$ cat config.mk
export PLATFORM = sky130hd
export DESIGN_NAME = cdb_arbiter
export DESIGN_NICKNAME = d
export VERILOG_FILES = /design/src/rtl/sys_defs.sv /design/src/rtl/rr_arbiter.sv /design/src/rtl/cdb_arbiter.sv
export SDC_FILE = /design/constraint.sdc
export NUM_CORES = 1
export LEC_CHECK = 0
export ABC_CLOCK_PERIOD_IN_PS = 14300
export CELL_PAD_IN_SITES_DETAIL_PLACEMENT = 1
export CELL_PAD_IN_SITES_GLOBAL_PLACEMENT = 1
export CORE_UTILIZATION = 30
export DETAILED_ROUTE_END_ITERATION = 7
export GPL_ROUTABILITY_DRIVEN = 0
export PLACE_DENSITY_LB_ADDON = 0.1
export SLEW_MARGIN = 10
export SYNTH_ARGS = -nofsm -noshare
export SYNTH_HDL_FRONTEND = slang
export SYNTH_HIERARCHICAL = 1
export SYNTH_SLANG_ARGS = --single-unit
$ cat constraint.sdc
create_clock -name clock -period 14.3 [get_ports clock]
set_input_delay 2.86 -clock clock [delete_from_list [all_inputs] [get_ports clock]]
set_output_delay 2.86 -clock clock [all_outputs]
set_load 0.05 [all_outputs]
$ cat src/rtl/sys_defs.sv
// Shared processor definitions: physical-register tag, datapath width,
// functional-unit counts and the common-data-bus packet.
package sys_defs;

  localparam int XLEN        = 32;
  localparam int PREG_W      = 6;
  localparam int NUM_FU_ALU  = 2;
  localparam int NUM_FU_MULT = 1;
  localparam int NUM_FU_LOAD = 1;

  typedef logic [PREG_W-1:0] PREG;

  typedef struct packed {
    logic            valid;
    PREG             preg;
    logic [XLEN-1:0] value;
  } CDB_PACKET;

endpackage

$ cat src/rtl/rr_arbiter.sv
// Combinational round-robin selector: grants the first asserted request at or
// above ptr, wrapping past N-1 back to 0. Reusable for RS issue selection.
module rr_arbiter #(
  parameter int  N = 4,
  localparam int W = (N > 1) ? $clog2(N) : 1
) (
  input  logic [N-1:0] req,
  input  logic [W-1:0] ptr,
  output logic [N-1:0] gnt,
  output logic [W-1:0] gnt_idx
);

  logic [W-1:0] w_cand;

  // NOTE: every output of this block is assigned a default before the loop, so no latch is inferred.
  always_comb begin
    gnt     = '0;
    gnt_idx = '0;
    w_cand  = '0;
    // Walk from the farthest candidate to the nearest; the nearest hit overwrites.
    for (int k = N - 1; k >= 0; k--) begin
      w_cand = W'((int'(ptr) + k) % N);
      if (req[w_cand]) begin
        gnt         = '0;
        gnt[w_cand] = 1'b1;
        gnt_idx     = w_cand;
      end
    end
  end

endmodule

$ cat src/rtl/cdb_arbiter.sv
// Completion-side arbiter: one-entry holding buffer per FU, round-robin pick of
// one buffer per cycle onto the CDB, with a per-class free pulse for the winner.
module cdb_arbiter #(
  parameter int  NUM_ALU  = sys_defs::NUM_FU_ALU,
  parameter int  NUM_MULT = sys_defs::NUM_FU_MULT,
  parameter int  NUM_LOAD = sys_defs::NUM_FU_LOAD,
  parameter int  XLEN     = sys_defs::XLEN,
  localparam int NUM_REQ  = NUM_ALU + NUM_MULT + NUM_LOAD,
  localparam int PREG_W   = sys_defs::PREG_W
) (
  input  logic                           clock,
  input  logic                           reset,
  input  logic                           squash,
  input  logic [NUM_REQ-1:0]             fu_done,
  input  logic [NUM_REQ-1:0][PREG_W-1:0] fu_dest,
  input  logic [NUM_REQ-1:0][XLEN-1:0]   fu_value,
  output logic [NUM_REQ-1:0]             fu_stall,
  output logic                           cdb_valid,
  output logic [PREG_W-1:0]              cdb_preg,
  output logic [XLEN-1:0]                cdb_value,
  output logic [NUM_ALU-1:0]             free_alu,
  output logic [NUM_MULT-1:0]            free_mult,
  output logic [NUM_LOAD-1:0]            free_load
);

  localparam int               PTR_W     = (NUM_REQ > 1) ? $clog2(NUM_REQ) : 1;
  localparam int               MULT_BASE = NUM_ALU;
  localparam int               LOAD_BASE = NUM_ALU + NUM_MULT;
  localparam logic [PTR_W-1:0] LAST_IDX  = PTR_W'(NUM_REQ - 1);

  logic [NUM_REQ-1:0]             r_buf_valid;
  logic [NUM_REQ-1:0][PREG_W-1:0] r_buf_dest;
  logic [NUM_REQ-1:0][XLEN-1:0]   r_buf_value;
  logic [PTR_W-1:0]               r_rr_ptr;

  logic [NUM_REQ-1:0]  w_gnt;
  logic [NUM_REQ-1:0]  w_bcast;
  logic [NUM_REQ-1:0]  w_load;
  logic [PTR_W-1:0]    w_gnt_idx;
  logic [PTR_W-1:0]    w_ptr_next;
  logic                w_any;
  sys_defs::CDB_PACKET w_cdb;

  rr_arbiter #(.N(NUM_REQ)) u_rr (
    .req     (r_buf_valid),
    .ptr     (r_rr_ptr),
    .gnt     (w_gnt),
    .gnt_idx (w_gnt_idx)
  );

  // A squash kills the broadcast and releases every FU in the same cycle.
  assign w_bcast    = squash ? '0 : w_gnt;
  assign w_any      = |w_bcast;
  assign fu_stall   = squash ? '0 : (r_buf_valid & ~w_gnt);
  assign w_load     = fu_done & ~fu_stall;
  assign w_ptr_next = (w_gnt_idx == LAST_IDX) ? '0 : w_gnt_idx + PTR_W'(1);

  always_comb begin
    w_cdb = '0;
    if (w_any) begin
      w_cdb.valid = 1'b1;
      w_cdb.preg  = r_buf_dest[w_gnt_idx];
      w_cdb.value = sys_defs::XLEN'(r_buf_value[w_gnt_idx]);
    end
  end

  assign cdb_valid = w_cdb.valid;
  assign cdb_preg  = w_cdb.preg;
  assign cdb_value = XLEN'(w_cdb.value);

  // Requesters are laid out ALU, then MULT, then LOAD, so the one-hot grant splits by slice.
  assign free_alu  = w_bcast[NUM_ALU-1:0];
  assign free_mult = w_bcast[MULT_BASE +: NUM_MULT];
  assign free_load = w_bcast[LOAD_BASE +: NUM_LOAD];

  // NOTE: state registers use non-blocking assignments so every flop samples pre-edge values.
  always_ff @(posedge clock) begin
    if (!reset || squash) begin
      r_buf_valid <= '0;
      r_rr_ptr    <= '0;
    end else begin
      for (int i = 0; i < NUM_REQ; i++) begin
        if (w_load[i]) begin
          r_buf_valid[i] <= 1'b1;
        end else if (w_gnt[i]) begin
          r_buf_valid[i] <= 1'b0;
        end
      end
      if (w_any) begin
        r_rr_ptr <= w_ptr_next;
      end
    end
  end

  // NOTE: payload registers are deliberately not reset; they are only observed when r_buf_valid is set.
  always_ff @(posedge clock) begin
    for (int i = 0; i < NUM_REQ; i++) begin
      if (w_load[i]) begin
        r_buf_dest[i]  <= fu_dest[i];
        r_buf_value[i] <= fu_value[i];
      end
    end
  end

endmodule

Word-level counts from Yosys, hierarchy flattened
Index checks and enable logic that the tools add are counted.

operators by class
  shifts and indexed selects = 0
  div/mod/pow operators = 0
  bitwise operators = 4
  add/sub/neg operators = 4
  $mul = 0
  reduce and logical (&&, ||, !) cells = 11
  $lt $le $gt $ge = 9
  eq/ne operators = 1
  multiplexer cells = 40

operator list
  kind                                                               number
  binary-select mux 32 bit (select 2 bit)                            1
  2-to-1 mux 39 bit                                                  1
  2-to-1 mux 32 bit                                                  1
  2-to-1 mux 4 bit                                                   6
  2-to-1 mux 1 bit                                                   16
  < comparator 2 x 3 -> 1 bit, second input constant                 5
  binary-select mux 6 bit (select 2 bit)                             1
  2-to-1 mux 2 bit                                                   5
  bitwise AND 4 bit                                                  2
  binary-select mux 1 bit (select 2 bit)                             4
  demux 1 bit (select 2 bit)                                         4
  greater-or-equal comparator 2 x 1 -> 1 bit, second input constant  4
  NOT 4 bit                                                          2
  nonzero test 2 bit                                                 4
  2-to-1 mux 6 bit                                                   1
  adder 2 x 1 -> 2 bit, second input constant                        2
  adder 2 bit, second input constant                                 2
  logical AND 1 bit                                                  4
  OR reduction 4 bit                                                 1
  equality test 2 bit, second input constant                         1
  logical NOT 1 bit                                                  1
  logical OR 1 bit                                                   1

storage, ports and cells
  bits of input ports = 159
  logic and storage cells = 82
  latch bits = 0
  output and inout port bits = 47
  bits in read-only memories = 0
  memories = 0
  register bits after elaboration = 158
  bits in writable memories = 0

Depth between registers and ports, before layout
Gate-level depths: netlist (run 1).

  word-level depth = 15
  gate-level depth with buffers = 13
  gate-level depth less buffers = 9

Modules after synthesis
Netlist (run 1), hierarchy kept.

modules (own cells, without submodules)
  module       area an instance (um^2)  instances  cells an instance  sequential area each (um^2)
  cdb_arbiter  6,044.5                  1          280                4,684.5
  rr_arbiter   490.5                    1          60                 0.0

Least setup slack after synthesis (run 1)
Ideal clock, no wire load.

  path kind = in2out
  from = input squash
  to = output cdb_value[21]
  required time = 11.440 ns
  cell stages on the path = 4
  arrival = 4.303 ns
  path buffers = 2
  slack = 7.137 ns
  cells stage by stage = clkbuf_1 nor2_1 clkbuf_1 and2_1

on the way
  cells in the longest elaborated chain, start to end = 3

ends and longest elaborated chain
  item                RTL line           text
  start: declaration  cdb_arbiter.sv:13  input logic squash,
  2-to-1 mux 4 bit    cdb_arbiter.sv:52  assign w_bcast = squash ? '0 : w_gnt;
  OR reduction 4 bit  cdb_arbiter.sv:53  assign w_any = |w_bcast;
  2-to-1 mux 39 bit   cdb_arbiter.sv:60  if (w_any) begin
  end: declaration    cdb_arbiter.sv:20  output logic [XLEN-1:0] cdb_value,

Every way passes these cells.

Worst setup path after layout (run 1)
Ends and elaborated chain as after synthesis.

==> out/metrics.yaml, run 1 <==
clock_tree:
  post_cts_buffers: 0
  clockBufferDepth: 2
  cts_tree: "done"
  ctsHoldBuffers: 0
  clk_pin_slew_ps: 60
  clk_latency_ps: 420
  cts_htree_levels: 4
  cts_sinks: 158
  clock-root-buffer: "clkbuf_16"
  ctsResizeCount: 0
  cts_buffers: 17
pwr:
  p_leak_nw: 3.23
  p_int_w: 0.000928
  vdd_ir_drop_max_uv: 63.5
  p_switching_w: 0.000421
  combinationalPowerShare_pct: 27.2
  switching_share_pct: 31.2
  clockPowerShare_pct: 31.7
  p_total_w: 0.00135
  power_frac_seq_pct: 41.1
  power.density_nw_per_um2: 142
route:
  antenna_left: 0
  drt_wl_total_um: 17800
  viasPerCell: 4.66
  drc: 0
  drt_iter0_drc: 220
  vias: 3932
  routedWlPerCell_um: 21.1
  first_pass_iters: 4
die:
  coreArea_sq_um: 21200
  io_pins: 206
  die-area_sq_um: 22400
  fp.dieW_um: 150
  fp.dieH_um: 150
  rows: 53
  start_util_pct: 30.8
synthesis:
  ys_seq_elements: 158
  synth.avg_cell_area_sq_um: 19.2
  synth_cells: 340
  ys_types: 39
  yosysWarnings: 6
  netlist_area_sq_um: 6540
  mappedNetlistNets: 508
  ys_seq_area_share_pct: 71.7
critical_path:
  arrival_ps: 5330
  worstReg2RegEnd: "r_buf_value[93]"
  path_class: "primary input to output pin"
  reg2reg_from: "r_rr_ptr[0]"
  cp.required_ps: 11440
  start_kind: "primary input"
  path_max_fanout: 39
  reg2regPathDepth: 9
  end_kind: "output pin"
  regToRegSetupSlack_ps: 10160
sta:
  finalClockSkew_ps: 9.69
  hold_viol_final: 0
  fin_tns_setup_ps: 0
  max_slew_margin_pct: 42.9
  slew_violations: 0
  fmax_ghz: 0.122
  worstMarginPinSlew_ps: 854
  fin_crit_sh_pct: 57.3
  setup_violations: 0
  rsz0062_at_grt: "false"
  finalCriticalPeriod_ps: 8190
  final.setup.worst_slack_ps: 6110
layout:
  finalInstanceArea_sq_um: 9510
  diodes: 0
  final_cells: 843
  num-fill-cells: 2085
  layout-drive-gt1-share_pct: 16.0
  syn_to_final_growth_pct: 45.5
  nets: 723
grt:
  grt_pass1_vias: 4490
  track_usage_pct: 16.5
  grt_pass1_wl_um: 26300
  grt_remaining_overflow: 0
  antenna_found_initial: 1
  grt_max_degree: 40
placement:
  hpwlAfterDp_um: 11700
  dp_cells: 811
  placed_area_sq_um: 8950
  preCtsSetupSlack_ps: 6030
  port_buffers: 205
worst_hold_path:
  worstHoldStart: "r_buf_valid[1]"
  hold_path.class: "register to register"
  min_path_cells: 2
  holdPathEnd: "r_buf_valid[1]"
run_status:
  status: "finished, final reports clean"
job:
  cap_violations: 0
-- flip-flops by register name, summed over array words and instances, names as in the netlist --
name / cells
r_buf_value: 128
r_buf_valid: 4
r_rr_ptr: 2
r_buf_dest: 24
-- routing by layer --
metal,GRT usage (%),part of all wire (%),up-vias
li1,-,-,1797
met1,20.4,42,1988
met5,0,0.073,-
met3,5.18,6.9,11
met4,4.13,0.67,2
met2,27.9,50,134
-- cells by family after synthesis --
logic type | synth area share, %
and+or+nand+nor | 7.47
adders and majority gates | 1.72
DFF | 71.7
buffers and inverters | 1.78
muxes | 15.0
AOI/OAI and AO/OA | 2.37
-- layout make-up --
type / count / area (sq um) / area share [%]
inverter: 7 / 26.3 / 0.276
timing repair buffer: 211 / 2100 / 22.1
clock inverter: 14 / 123 / 1.29
sequential: 158 / 4680 / 49.3
clock buffer: 18 / 429 / 4.51
tap: 275 / 344 / 3.62
multi-input combinational: 160 / 1800 / 19.0
-- layout by cell type, fill, tap and decap left out, types with 6 or more instances in the layout --
master	instances
nor2_1	13
inv_1	7
clkbuf_16	17
buf_4	6
and2_1	38
dfxtp_1	6
edfxtp_1	152
clkdlybuf4s50_1	205
mux4_2	39
ha_1	9
a21oi_1	8
-- critical path, stage by stage --
cell and delay [ps]:
clkdlybuf4s50_1 610, nor2_4 760, and2_1 230, clkdlybuf4s50_1 860
-- synth_stat cells --
| library cell | number | area [sq um] |
|---|---|---|
| a211o_2 | 1 | 10.0 |
| a21o_1 | 2 | 15.0 |
| a21oi_1 | 8 | 40.0 |
| a22oi_1 | 3 | 22.5 |
| a31oi_1 | 3 | 18.8 |
| a41oi_1 | 1 | 8.76 |
| and2_1 | 38 | 238 |
| and2b_2 | 1 | 8.76 |
| and3_2 | 1 | 7.51 |
| buf_2 | 5 | 25.0 |
| buf_4 | 1 | 7.51 |
| buf_6 | 3 | 33.8 |
| clkbuf_1 | 5 | 18.8 |
| clkbuf_2 | 1 | 5.00 |
| dfxtp_1 | 6 | 120 |
| edfxtp_1 | 152 | 4560 |
| ha_1 | 9 | 113 |
| inv_1 | 7 | 26.3 |
| mux2_2 | 3 | 33.8 |
| mux2i_1 | 4 | 40.0 |
| mux4_1 | 1 | 26.3 |
| mux4_2 | 39 | 878 |
| nand2_1 | 2 | 7.51 |
| nand2b_1 | 2 | 12.5 |
| nand3_1 | 2 | 10.0 |
| nand3b_1 | 1 | 7.51 |
| nand4_1 | 5 | 31.3 |
| nor2_1 | 14 | 52.6 |
| nor2b_1 | 5 | 31.3 |
| nor3b_1 | 5 | 37.5 |
| nor4_4 | 1 | 21.3 |
| o211ai_1 | 1 | 7.51 |
| o21a_1 | 1 | 7.51 |
| o21ai_0 | 2 | 10.0 |
| o22ai_1 | 1 | 6.26 |
| o2bb2ai_1 | 1 | 8.76 |
| or3_1 | 1 | 6.26 |
| or3b_2 | 1 | 8.76 |
| or4_1 | 1 | 7.51 |
-- power groups by stage --
stage,combinational [W],sequential (W),clock (W)
floorplan,0.000235,0.000559,0
global placement,0.000370,0.000562,0
detailed placement,0.000374,0.000565,0
CTS,0.000375,0.000555,0.000442
global route,0.000391,0.000557,0.000457
finish,0.000367,0.000554,0.000428
-- per-stage QoR --
step | hold slack [ps] | utilization [%]
final | 659 | 44.8
after global routing | 703 | 44.8
after CTS | 669 | 44.8
after detailed placement | 655 | 42.2
after global placement | 625 | 42.2
after floorplan | 509 | -
-- how the worst max path moves through the flow --
stage                           start       endpoint  slack [ps]
after global placement         squash  cdb_value[21]        6100
after CTS                      squash  cdb_value[21]        6020
after floorplan                squash  cdb_value[21]        7140
final                          squash  cdb_value[21]        6110
after detailed placement       squash  cdb_value[21]        6030
after global routing      r_rr_ptr[0]  cdb_value[11]        5790
No activity file was read; power rests on OpenSTA's default activity.
==> inputs of run 2 (changes only) <==
- ABC_CLOCK_PERIOD_IN_PS: 14300 -> 7650
- clock period: 14.3 -> 7.65 ns (I/O delays scaled with it)
==> run 2 against run 1 <==
Compared with the run above: sequential share of layout area down 0.35 points; sequential power up 88%; routed wire length up 1.4%; via count up 0.71%; non-clock buffer count up 1; register-to-register slack worse by 6600 ps; final cell count up 0.12%; first-iteration DRC count down 19%; power up 92%; critical endpoint unchanged; largest cell class unchanged.
==> out/metrics.yaml, run 2 (synthesis results as in run 1) <==
run_status:
  status: "finished, final reports clean"
layout:
  reg_top3: "r_buf_value x128, r_buf_dest x24, r_buf_valid x4"
  final_cell_mix: "clkdlybuf4s50_1, edfxtp_1, mux4_2"
  diodes: 0  # unchanged
  max_flop_register: "r_buf_value"
  nets: 724  # +0.14%
  syn_to_final_growth_pct: 46.5
  largest_register_ffs: 128  # unchanged
  final_common_cell: "clkdlybuf4s50_1"
  layout-drive-gt1-share_pct: 16.2  # +0.15 points
critical_path:
  regToRegSetupSlack_ps: 3580  # -6580 ps
  end_kind: "output pin"
  worstReg2RegEnd: "r_buf_value[80]"
  reg2regPathDepth: 9  # unchanged
  reg2reg_from: "r_rr_ptr[0]"
  path_class: "register to output pin"
  cp.required_ps: 6120  # -5320 ps
  path_max_fanout: 23  # -41%
  arrival_ps: 5200  # -130 ps
  start_kind: "register"
clock_tree:
  cts_buffers: 17  # unchanged
  clockBufferDepth: 2  # unchanged
  cts_tree: "done"
  cts_sinks: 158  # unchanged
  cts_htree_levels: 4  # unchanged
  clock-root-buffer: "clkbuf_16"
  clk_pin_slew_ps: 70  # about the same
  clk_latency_ps: 430  # about the same
  ctsResizeCount: 0  # unchanged
  ctsHoldBuffers: 0  # unchanged
  post_cts_buffers: 0  # unchanged
die:
  io_pins: 206  # unchanged
  fp.dieH_um: 150  # unchanged
  coreArea_sq_um: 21200  # unchanged
  start_util_pct: 30.8  # unchanged
  rows: 53  # unchanged
  die-area_sq_um: 22400  # unchanged
  fp.dieW_um: 150  # unchanged
sta:
  fin_tns_setup_ps: 0  # unchanged
  final.setup.worst_slack_ps: 919  # -5190 ps
  slew_violations: 0  # unchanged
  finalClockSkew_ps: 11.2  # +1.51 ps
  hold_viol_final: 0  # unchanged
  setup_violations: 0  # unchanged
  worstMarginPinSlew_ps: 715  # -139 ps
  finalCriticalPeriod_ps: 6730
  max_slew_margin_pct: 51.0  # +8.0 points
  fin_crit_sh_pct: 88.0
  fmax_ghz: 0.149
  rsz0062_at_grt: "false"
pwr:
  power.density_nw_per_um2: 270  # +90%
  vdd_ir_drop_max_uv: 137  # +120%
  p_leak_nw: 3.27  # +1.2%
job:
  cap_violations: 0  # unchanged
grt:
  grt_remaining_overflow: 0  # unchanged
  grt_pass1_wl_um: 26800  # +2.0%
  grt_pass1_vias: 4521  # +0.69%
  antenna_found_initial: 1  # unchanged
  grt_max_degree: 39  # -2.5%
  track_usage_pct: 16.8  # +0.29 points
  met1_usage_pct: 20.6  # +0.22 points
  met3_usage_pct: 5.37  # +0.18 points
  grt.busiest_layer: "met2"
  use_met2_pct: 27.8  # -0.046 points
route:
  drt_wl_total_um: 18000  # +1.4%
  drt_iter0_drc: 179  # -19%
  viasPerCell: 4.69  # +0.59%
  antenna_left: 0  # unchanged
  drc: 0  # unchanged
  first_pass_iters: 4  # unchanged
  routedWlPerCell_um: 21.3  # +1.3%
  vias: 3960  # +0.71%
worst_hold_path:
  worstHoldStart: "r_buf_valid[2]"
  min_path_cells: 2  # unchanged
  holdPathEnd: "r_buf_valid[2]"
  hold_path.class: "register to register"
placement:
  port_buffers: 205  # unchanged
  hpwlAfterDp_um: 12100  # +2.7%
  preCtsSetupSlack_ps: 1280  # -4750 ps
==> run 2: changes by cell type in the layout (fill, tap and decap cells not counted) <==
| cell | before | now |
|---|---|---|
| clkinv_8 | 0 | 2 |
| clkinv_2 | 1 | 0 |
| clkinvlp_4 | 3 | 0 |
| clkbuf_1 | 1 | 0 |
| inv_6 | 5 | 4 |
| bufinv_16 | 0 | 1 |
| inv_8 | 3 | 5 |
| buf_12 | 0 | 1 |
| clkinv_1 | 0 | 1 |
==> run 2: routing by layer <==
layer  vias up  share of wire [%]
li1       1791                  -
met1      2005                 41
met2       143                 50
met3        19                6.8
met4         2                1.7
met5         -              0.083
==> run 2: stage by stage <==
step	std cells	hold slack (ps)	total power (W)	utilization, %	cell area [sq um]
2_1_floorplan	340	509	0.00148	-	6540
6_report	844	662	0.00259	45.1	9570
3_3_place_gp	812	656	0.00175	42.3	8970
3_5_place_dp	812	668	0.00176	42.3	8970
4_1_cts	844	676	0.00263	45.1	9570
5_1_grt	844	710	0.00270	45.1	9570
==> run 2: area by class of cell <==
type	instances	area [sq um]
Inverter	7	26.3
Sequential cell	158	4680
Timing Repair Buffer	212	2120
Clock buffer	17	425
Multi-Input combinational cell	160	1800
Clock inverter	15	175
Fill cell	2065	11600
Tap cell	275	344
==> run 2: worst max path at each step <==
stage	from	endpoint	slack, ps
after floorplan	r_rr_ptr[1]	cdb_value[21]	2460
final	r_rr_ptr[0]	cdb_value[21]	920
after global routing	r_rr_ptr[0]	cdb_value[21]	580
after CTS	r_rr_ptr[0]	cdb_value[21]	820
after detailed placement	r_rr_ptr[0]	cdb_value[21]	1280
after global placement	r_rr_ptr[0]	cdb_value[21]	1500
==> run 2: worst max-delay path, stage by stage (launching register included) <==
cell	delay, ps
dfxtp_1	730
inv_1	250
ha_1	500
mux4_2	430
or4_1	520
a21o_1	180
o211ai_1	210
nor4_4	140
nor2_4	460
buf_4	320
and2_1	160
clkdlybuf4s50_1	880
==> run 2: report_power, final <==
| group | internal, W | switching (W) |
|---|---|---|
| clock | 0.000469 | 0.000388 |
| combinational | 0.000299 | 0.000398 |
| sequential | 0.00101 | 0.0000226 |
| total | 0.00178 | 0.000808 |
==> inputs of run 3 (changes only) <==
- REMOVE_ABC_BUFFERS: default -> 1
==> run 3 against run 2 <==
Compared with the run above: clock power grew 9.5%; clock-buffer cell count unchanged; via count rose by 0.43%; highest routed layer is now met4; critical endpoint is now cdb_value[26].
==> out/metrics.yaml, run 3 (synthesis results as in run 1) <==
sta:
  slew_violations: 0  # unchanged
  fin_tns_setup_ps: 0  # unchanged
  setup_violations: 0  # unchanged
  final.setup.worst_slack_ps: 977  # +58.7 ps
  finalClockSkew_ps: 9.54  # -1.65 ps
  fmax_ghz: 0.150  # +0.88%
  hold_viol_final: 0  # unchanged
  finalCriticalPeriod_ps: 6670  # -58.7 ps
  worstMarginPinSlew_ps: 837  # +122 ps
  max_slew_margin_pct: 44.0  # -7.0 points
  fin_crit_sh_pct: 87.2  # -0.77 points
  rsz0062_at_grt: "false"
layout:
  diodes: 0  # unchanged
  final_cell_mix: "clkdlybuf4s50_1, edfxtp_1, mux4_2"
  finalInstanceArea_sq_um: 9610  # +0.41%
  largest_register_ffs: 128  # unchanged
  syn_to_final_growth_pct: 47.1
  layout-drive-gt1-share_pct: 16.2  # +0.028 points
  reg_top3: "r_buf_value x128, r_buf_dest x24, r_buf_valid x4"
  final_common_cell: "clkdlybuf4s50_1"
  max_flop_register: "r_buf_value"
  nets: 723  # -0.14%
  num-fill-cells: 2090  # +1.2%
critical_path:
  worstReg2RegEnd: "r_buf_value[67]"
  start_kind: "register"
  path_class: "register to output pin"
  reg2regPathDepth: 9  # unchanged
  reg2reg_from: "r_rr_ptr[0]"
  end_kind: "output pin"
  cp.required_ps: 6120  # about the same
  path_max_fanout: 39  # +70%
  arrival_ps: 5140  # -60 ps
  regToRegSetupSlack_ps: 3280  # -300 ps
grt:
  grt_remaining_overflow: 0  # unchanged
  grt_max_degree: 40  # +2.6%
  antenna_found_initial: 0  # -1
  use_met2_pct: 27.8  # -0.093 points
  track_usage_pct: 16.8  # about the same
  met3_usage_pct: 5.37  # unchanged
  grt_pass1_wl_um: 26500  # -1.4%
  met1_usage_pct: 20.8  # +0.18 points
  grt_pass1_vias: 4490  # -0.69%
  grt.busiest_layer: "met2"
route:
  first_pass_iters: 4  # unchanged
  viasPerCell: 4.72  # +0.55%
  vias: 3977  # +0.43%
  drt_iter0_drc: 208  # +16%
  drc: 0  # unchanged
  antenna_left: 0  # unchanged
  routedWlPerCell_um: 21.5  # +0.71%
  drt_wl_total_um: 18100  # +0.59%
clock_tree:
  clock-root-buffer: "clkbuf_16"
  clk_latency_ps: 430  # about the same
  cts_sinks: 158  # unchanged
  cts_htree_levels: 4  # unchanged
  ctsResizeCount: 0  # unchanged
  post_cts_buffers: 0  # unchanged
  cts_buffers: 17  # unchanged
  clockBufferDepth: 2  # unchanged
  cts_tree: "done"
  clk_pin_slew_ps: 70  # about the same
  ctsHoldBuffers: 0  # unchanged
worst_hold_path:
  min_path_cells: 2  # unchanged
  hold_path.class: "register to register"
  worstHoldStart: "r_buf_valid[2]"
  holdPathEnd: "r_buf_valid[2]"
placement:
  preCtsSetupSlack_ps: 1380  # +95.8 ps
  placed_area_sq_um: 8970  # about the same
  port_buffers: 205  # unchanged
  hpwlAfterDp_um: 12100  # +0.19%
run_status:
  status: "finished, final reports clean"
job:
  cap_violations: 0  # unchanged
pwr:
  combinationalPowerShare_pct: 26.0  # -0.9 points
  vdd_ir_drop_max_uv: 126  # -8.1%
  power.density_nw_per_um2: 277  # +2.6%
  p_switching_w: 0.000796  # -1.5%
  clockPowerShare_pct: 35.2  # +2.1 points
  p_int_w: 0.00187  # +5.0%
  power_frac_seq_pct: 38.9  # -1.1 points
  p_leak_nw: 3.28  # +0.32%
  switching_share_pct: 29.9  # -1.3 points
  p_total_w: 0.00266  # +3.0%
die:
  fp.dieH_um: 150  # unchanged
  die-area_sq_um: 22400  # unchanged
  coreArea_sq_um: 21200  # unchanged
  rows: 53  # unchanged
  io_pins: 206  # unchanged
  start_util_pct: 30.8  # unchanged
  fp.dieW_um: 150  # unchanged
## run 3: cell count changes in the layout (fill, tap and decap cells not counted)
cell,delta
bufinv_16,+3
clkinv_8,-2
clkinvlp_4,+2
inv_8,-2
buf_4,-1
clkinv_1,-1
clkinv_4,-1
inv_6,+1
## run 3: per-stage QoR
step,utilization [%],hold WS (ps),cells
finish,45.3,641,843
global placement,42.3,605,811
detailed placement,42.3,624,811
global route,45.3,678,843
floorplan,-,549,325
CTS,45.3,634,843
## run 3: how the worst max path moves through the flow
stage / cells past startpoint / end / startpoint
after floorplan: 6 / cdb_preg[0] / r_rr_ptr[0]
after global placement: 10 / cdb_value[26] / r_rr_ptr[0]
after detailed placement: 10 / cdb_value[26] / r_rr_ptr[0]
after CTS: 10 / cdb_value[26] / r_rr_ptr[0]
after global routing: 10 / cdb_value[26] / r_rr_ptr[0]
final: 10 / cdb_value[26] / r_rr_ptr[0]
## run 3: worst max-delay path: stages, from the launching register on
cell and delay (ps):
dfxtp_1 760, inv_1 240, ha_1 460, or3b_2 490, nand3_1 210, nand4_1 140, a31oi_1 510, nor4_4 150
nor2_4 650, and2_1 270, clkdlybuf4s50_1 820
## run 3: metal layers
metal,vias to the layer above,wire [um],share of wire [%]
met4,0,197,1.1
met5,-,0,0
li1,1791,-,-
met2,156,8800,49
met3,11,1390,7.7
met1,2019,7730,43
## run 3: power groups by stage
stage / clock (W) / combinational, W / sequential, W
4_1_cts: 0.000957 / 0.000703 / 0.00104
3_3_place_gp: 0 / 0.000696 / 0.00105
2_1_floorplan: 0 / 0.000436 / 0.00105
6_report: 0.000937 / 0.000692 / 0.00104
3_5_place_dp: 0 / 0.000700 / 0.00106
5_1_grt: 0.000990 / 0.000735 / 0.00104
## run 3: final cells by class
type                    count  area [sq um]  share of cell area (%)
flip-flops and latches    158          4680                    48.7
repair buffers            211          2110                    21.9
multi-input cells         160          1800                    18.7
clock buffers              17           425                    4.43
well taps                 275           344                    3.58
clock inverters            15           221                    2.30
inverters                   7          26.3                   0.273
